--- src/rtl/reg_file_sb.sv ---
// Multi-port register file with load scoreboard: 3 async read ports, ALU (A) and load (B) write ports.
// Optional REG_FILE_BYPASS_EN forwards same-cycle write data/busy-clear to the read ports.
module reg_file_sb_cell #(
  parameter int          DATA_W    = 32,
  parameter logic [DATA_W-1:0] RESET_VAL = '0
) (
  input  logic              clk,
  input  logic              rst_n,
  input  logic              we,
  input  logic [DATA_W-1:0] wd,
  input  logic              set,
  input  logic              clr,
  output logic [DATA_W-1:0] q,
  output logic              busy
);
  always_ff @(posedge clk or negedge rst_n) begin
    if (!rst_n) begin
      q    <= RESET_VAL;
      busy <= 1'b0;
    end else begin
      if (we) q <= wd;
      busy <= set | (busy & ~clr);
    end
  end
endmodule

module reg_file_sb #(
  parameter int          DATA_W    = 32,
  parameter int          ADDR_W    = 4,
  parameter logic [DATA_W-1:0] RESET_VAL = '0
) (
  input  logic              clk,
  input  logic              rst_n,
  input  logic [ADDR_W-1:0] rn_addr,
  input  logic [ADDR_W-1:0] rm_addr,
  input  logic [ADDR_W-1:0] rs_addr,
  output logic [DATA_W-1:0] rn_data,
  output logic [DATA_W-1:0] rm_data,
  output logic [DATA_W-1:0] rs_data,
  output logic              rn_busy,
  output logic              rm_busy,
  output logic              rs_busy,
  input  logic              wa_en,
  input  logic [ADDR_W-1:0] wa_addr,
  input  logic [DATA_W-1:0] wa_data,
  input  logic              wb_en,
  input  logic [ADDR_W-1:0] wb_addr,
  input  logic [DATA_W-1:0] wb_data,
  input  logic              sb_set_en,
  input  logic [ADDR_W-1:0] sb_set_addr,
  output logic              sb_conflict
);
  localparam int NREG = 2**ADDR_W;
  localparam int NRD  = 3;

  logic [NREG-1:0][DATA_W-1:0] regs;
  logic [NREG-1:0]             busy;

  for (genvar i = 0; i < NREG; i++) begin : g_reg
    logic hit_a, hit_b;
    assign hit_a = wa_en && (wa_addr == ADDR_W'(i));
    assign hit_b = wb_en && (wb_addr == ADDR_W'(i));
    // port A is the younger instruction, so its data wins; port B still retires the load
    reg_file_sb_cell #(.DATA_W(DATA_W), .RESET_VAL(RESET_VAL)) u_cell (
      .clk  (clk),
      .rst_n(rst_n),
      .we   (hit_a | hit_b),
      .wd   (hit_a ? wa_data : wb_data),
      .set  (sb_set_en && (sb_set_addr == ADDR_W'(i))),
      .clr  (hit_b),
      .q    (regs[i]),
      .busy (busy[i])
    );
  end

  logic [ADDR_W-1:0] rd_addr [NRD];
  logic [DATA_W-1:0] rd_data [NRD];
  logic              rd_busy [NRD];

  assign rd_addr[0] = rn_addr;
  assign rd_addr[1] = rm_addr;
  assign rd_addr[2] = rs_addr;

  for (genvar p = 0; p < NRD; p++) begin : g_rd
    always_comb begin
      rd_data[p] = regs[rd_addr[p]];
      rd_busy[p] = busy[rd_addr[p]];
`ifdef REG_FILE_BYPASS_EN
      if (wb_en && (wb_addr == rd_addr[p])) begin
        rd_data[p] = wb_data;
        if (!(sb_set_en && (sb_set_addr == rd_addr[p]))) rd_busy[p] = 1'b0;
      end
      if (wa_en && (wa_addr == rd_addr[p])) rd_data[p] = wa_data;
`endif
    end
  end

  assign rn_data = rd_data[0];
  assign rm_data = rd_data[1];
  assign rs_data = rd_data[2];
  assign rn_busy = rd_busy[0];
  assign rm_busy = rd_busy[1];
  assign rs_busy = rd_busy[2];

  // a load retiring to the same register this cycle frees it, so that is not a conflict
  always_ff @(posedge clk or negedge rst_n) begin
    if (!rst_n) sb_conflict <= 1'b0;
    else        sb_conflict <= sb_set_en & busy[sb_set_addr] & ~(wb_en && (wb_addr == sb_set_addr));
  end
endmodule

--- config.mk ---
export PLATFORM = sky130hd
export DESIGN_NAME = reg_file_sb
export DESIGN_NICKNAME = d
export VERILOG_FILES = /design/src/rtl/reg_file_sb.sv
export SDC_FILE = /design/constraint.sdc
export NUM_CORES = 2
export LEC_CHECK = 0
export CORE_MARGIN = 4
export CORE_UTILIZATION = 37
export CTS_BUF_LIST = sky130_fd_sc_hd__clkbuf_8
export DETAILED_ROUTE_END_ITERATION = 16
export PLACE_DENSITY = 0.55
export SETUP_SLACK_MARGIN = 0.5
export SYNTH_ARGS = -nofsm -noshare
export SYNTH_HDL_FRONTEND = slang
export SYNTH_SLANG_ARGS = --single-unit
export TNS_END_PERCENT = 100
--- constraint.sdc ---
create_clock -name clk -period 10.15 [get_ports clk]
set_clock_uncertainty 0.15 [all_clocks]
set_input_delay 2.5375 -clock clk [delete_from_list [all_inputs] [get_ports clk]]
set_output_delay 2.5375 -clock clk [all_outputs]
set_load 0.02 [all_outputs]
==> Yosys cells after proc, flatten, opt, wreduce, memory -nomap -nowiden <==
Cells that the tools add are included.
{ "word_totals": {"regBits": 529, "input_bits": 93, "out_inout_bits": 100, "word_cells": 232} }
{ "op_classes": {"magnitude_cmp": 4, "eq_ne": 46, "n_mux": 30, "bitwise": 67, "reduce_logical": 52} }
{ "ops": {"columns": ["cell", "n"], "rows": [
  ["$mux 32", 19],
  ["$bmux 32 s4", 3],
  ["$eq 4x4->1 const B", 24],
  ["$logic_and 1x1->1", 49],
  ["$eq 4x3->1 const B", 12],
  ["$or 1x1->1", 32],
  ["$eq 4x2->1 const B", 6],
  ["$lt 4x5->1 const B", 4],
  ["$and 1x1->1", 18],
  ["$not 1->1", 17],
  ["$bmux 1 s4", 4],
  ["$eq 4x1->1 const B", 3],
  ["$logic_not 4->1", 3],
  ["$eq 4x4->1", 1],
  ["$mux 1", 4]
]} }

==> Depth between registers and ports, before layout <==
{ "depth": {"depth_word": 5, "mapped_depth": 7, "depth_no_buf": 4} }

==> Hierarchy <==
Synthesis repeated with hierarchy kept, for this count alone.
{ "unflattened": {"hier_cells": 2487, "hier_area_um2": 41049.4} }
{ "modules_own_cells": {"columns": ["module", "instances", "cells_per_inst", "area_each_um2", "seq_area_each_um2"], "rows": [
  ["reg_file_sb_cell", 16, 71, 1381.3, 825.8],
  ["reg_file_sb", 1, 1351, 18948.2, 25.0]
]} }

==> Least setup slack after synthesis <==
OpenSTA, ideal clock, no wires.
{ "synth_path": {"path_kind": "input port to output port", "from": "input port rs_addr[1]", "to": "output port rs_busy", "arrival_time_ns": 4.171, "required_time_ns": 7.463, "slack_ns": 3.292, "path_stages": 5, "path_buffers": 3, "path_cell_list": "buf_2 clkbuf_1 clkbuf_1 mux4_2 mux4_2"} }
{ "synth_via": {"elab_chain_len": 2} }
{ "synth_rtl": {"columns": ["item", "line", "rtl"], "rows": [
  ["from (decl)", "36", "input logic [ADDR_W-1:0] rs_addr,"],
  ["$bmux 1 s4", "87", "rd_busy[p] = busy[rd_addr[p]];"],
  ["$mux 1 (not written as such)", "87", null],
  ["to (decl)", "42", "output logic rs_busy,"]
]} }
Every way passes these cells. The select of a mux whose other input is x is not followed.

==> Worst setup path in the final report <==
{ "layout_path": {"from": "input port rs_addr[0]", "to": "output port rs_data[24]"} }
{ "layout_via": {"elab_chain_len": 2} }
{ "layout_rtl": {"columns": ["item", "line", "rtl"], "rows": [
  ["$bmux 32 s4", "86", "rd_data[p] = regs[rd_addr[p]];"],
  ["$mux 32 (not written as such)", "86", null],
  ["to (decl)", "39", "output logic [DATA_W-1:0] rs_data,"]
]} }
Every way passes these cells. The select of a mux whose other input is x is not followed.

==> run summary <==
status - finished clean
Worst-Margin Slew - 1.16 ns
routed wire length - 134000 um
num ports - 193
Cells after Synth - 3033
largest area contributor in the netlist - dfrtp_1
share of the synthesized area in the top cell type - 36.1%
Placed Area - 0.0389 mm^2
Final Non-Filler Cells - 4363
gr usage total - 25.7%
Placed Cells - 4182
Area growth syn-to-layout - 11.9%
yosys warns - 0
sequential fraction of the synthesis area - 36.1%
fin crit share - 79.7%
post-CTS resize count - 0
GRT overflow - 0
count of cell types in the netlist - 38
Chip Height - 323 um
H-tree depth - 3
Final Util - 41.7%
die width - 323 um
CTS buffer count - 96
clk root buf - clkbuf_8
post-route cell area - 0.0410 mm^2
# port buffers - 192
Post-Syn Area - 0.0366 mm^2
Max-Cap Viols - 0
Initial DRT Pass Iterations - 8
worst-path maximum fanout - 62
Starting DRT DRC Count - 3091
clock tree buffer depth - 3
min-delay worst type - flop to flop
final setup violation count - 0
RSZ-0062 raised after global routing - no
power per cell area - 197 mW/mm^2
Fin. Hold Viols - 0
crit path kind - input pin to primary output
slowest CP cell - mux4_1
clock sink count - 529
Pins Over Slew Limit - 0
post-layout net count - 3086
first-pass GRT wire length - 197000 um
headroom to the max-slew limit - 22.8%
r2r worst-path depth - 3
CORE AREA - 0.0983 mm^2
total power - 8.09 mW
largest net degree at the start of global routing - 156
count of flip-flops with a built-in enable after synthesis - 0
global placer's final weighted congestion - 0.807
WL/cell - 30.7 um
Required @ worst endpoint - 7.46 ns
Leak Pwr - 16.1 nW
Hold Path Stages - 1
Initial Util - 37.3%
Main synth FF type - dfrtp_1
Clock Latency Late Sink - 0.75 ns
dominant cells by area after synthesis - dfrtp_1 (36%), mux4_2 (29%), mux2i_1 (14%)
vias in the first global route - 28200
Row Count - 115
post-CTS setup buffer count - 0
Fmax achieved - 124 MHz
initial antenna violation count - 15
CP Cell Sequence - buf_8 > buf_4 > mux4_1 > mux4_2 > clkdlybuf4s50_1
setup_tns - 0 ns
Commonest cells post-synth - dfrtp_1 (529), mux2i_1 (512), mux4_2 (477)
Worst-path clk slew - 0.06 ns
DRC viols - 0
Die Area - 0.104 mm^2
most used standard cell by instance count after synthesis - dfrtp_1
Setup crit start kind - input pin
DR vias - 27500
CTS Hold Bufs - 0
flops & latches, synth - 529
Tmin final - 8.09 ns
critical path's largest stage delay - 0.60 ns
syn avg cell area - 12.1 um^2
Syn Nets - 3126
CP arrival - 5.41 ns
fillers - 9003
crit end category - primary output
HPWL Detailed - 73000 um
Vias/cell - 6.29
Post-synth ARST share - 100%
maximum vdd drop - 0.0913 mV
antenna violation net count after detailed routing - 0
share of layout cells above drive strength 1 - 23.2%
CTS tree - done
[cells by family (layout without fill, tap and decap cells)]
| logic type | Yosys count | after routing | synth area share (%) |
|---|---|---|---|
| and+or+nand+nor | 573 | 573 | 6.27 |
| xor gates and xnor gates | 4 | 4 | 0.0957 |
| DFF | 529 | 529 | 36.1 |
| muxes | 1011 | 1011 | 44.9 |
| AOI/OAI and AO/OA | 540 | 540 | 7.47 |
| buffers and inverters | 376 | 412 | 5.14 |
| other | 0 | 7 | 0 |
[through the flow]
stage	setup WS [ns]	hold slack [ns]
2_1_floorplan	3.29	0.343
3_3_place_gp	2.04	0.403
3_5_place_dp	2.01	0.411
4_1_cts	2.01	0.427
5_1_grt	1.90	0.462
6_report	2.06	0.425
[layout make-up]
| class | instances | area, um^2 | area share [%] |
|---|---|---|---|
| diodes | 7 | 17.5 | 0.0427 |
| clock buffers | 125 | 1720 | 4.20 |
| clock inverters | 49 | 335 | 0.818 |
| inverters | 1 | 3.75 | 0.00916 |
| multi-input cells | 2128 | 21700 | 52.9 |
| flip-flops and latches | 529 | 13200 | 32.3 |
| well taps | 1287 | 1610 | 3.93 |
| repair buffers | 237 | 2360 | 5.76 |
[sequential cells by signal, indices dropped and copies added, names as in the netlist]
name           cells
sb_conflict        1
g.u_cell.q       512
g.u_cell.busy     16
[critical path, delay by kind of cell]
family   cells  cell delay [ns]
mux          2             1.13
buf+inv      3             1.63
[cell usage in the layout, fill, tap and decap left out, types with 6 or more instances in the layout]
| cell type | instances |
|---|---|
| a21oi_1 | 320 |
| buf_12 | 8 |
| buf_4 | 40 |
| clkbuf_8 | 125 |
| clkdlybuf4s50_1 | 179 |
| clkinv_2 | 12 |
| dfrtp_1 | 529 |
| diode_2 | 7 |
| inv_1 | 28 |
| mux2i_1 | 512 |
| mux4_1 | 22 |
| mux4_2 | 477 |
| nand2_1 | 198 |
| nand2_4 | 7 |
| nand3b_1 | 6 |
| nor2_1 | 322 |
| nor2_4 | 9 |
| o21ai_0 | 40 |
| o21ai_1 | 170 |
[per-layer routing]
| layer | vias up | wire length, um | global-route usage [%] |
|---|---|---|---|
| met1 | 14200 | 53000 | 34.6 |
| met5 | - | 91 | 0 |
| met2 | 1521 | 62800 | 40.9 |
| met4 | 14 | 4840 | 9.44 |
| li1 | 11400 | - | - |
| met3 | 313 | 13300 | 5.97 |
[power by group]
group	internal, mW	leakage, nW	switching [mW]
sequential	2.65	6.25	0.550
clock	1.20	1.16	0.996
combinational	1.54	8.72	1.14
[final timing paths]
kind                                            start                     end  slack [ns]
worst min-delay path             g_reg[0].u_cell.busy    g_reg[0].u_cell.busy        0.42
max in group asynchronous                       rst_n  g_reg[13].u_cell.q[23]        6.66
worst min register to register   g_reg[0].u_cell.busy    g_reg[0].u_cell.busy        0.42
min in group asynchronous                       rst_n             sb_conflict        1.65
worst max-delay path                       rs_addr[0]             rs_data[24]        2.06
worst max register to register  g_reg[11].u_cell.busy             sb_conflict        8.73
(Power assumes the default switching activity.)
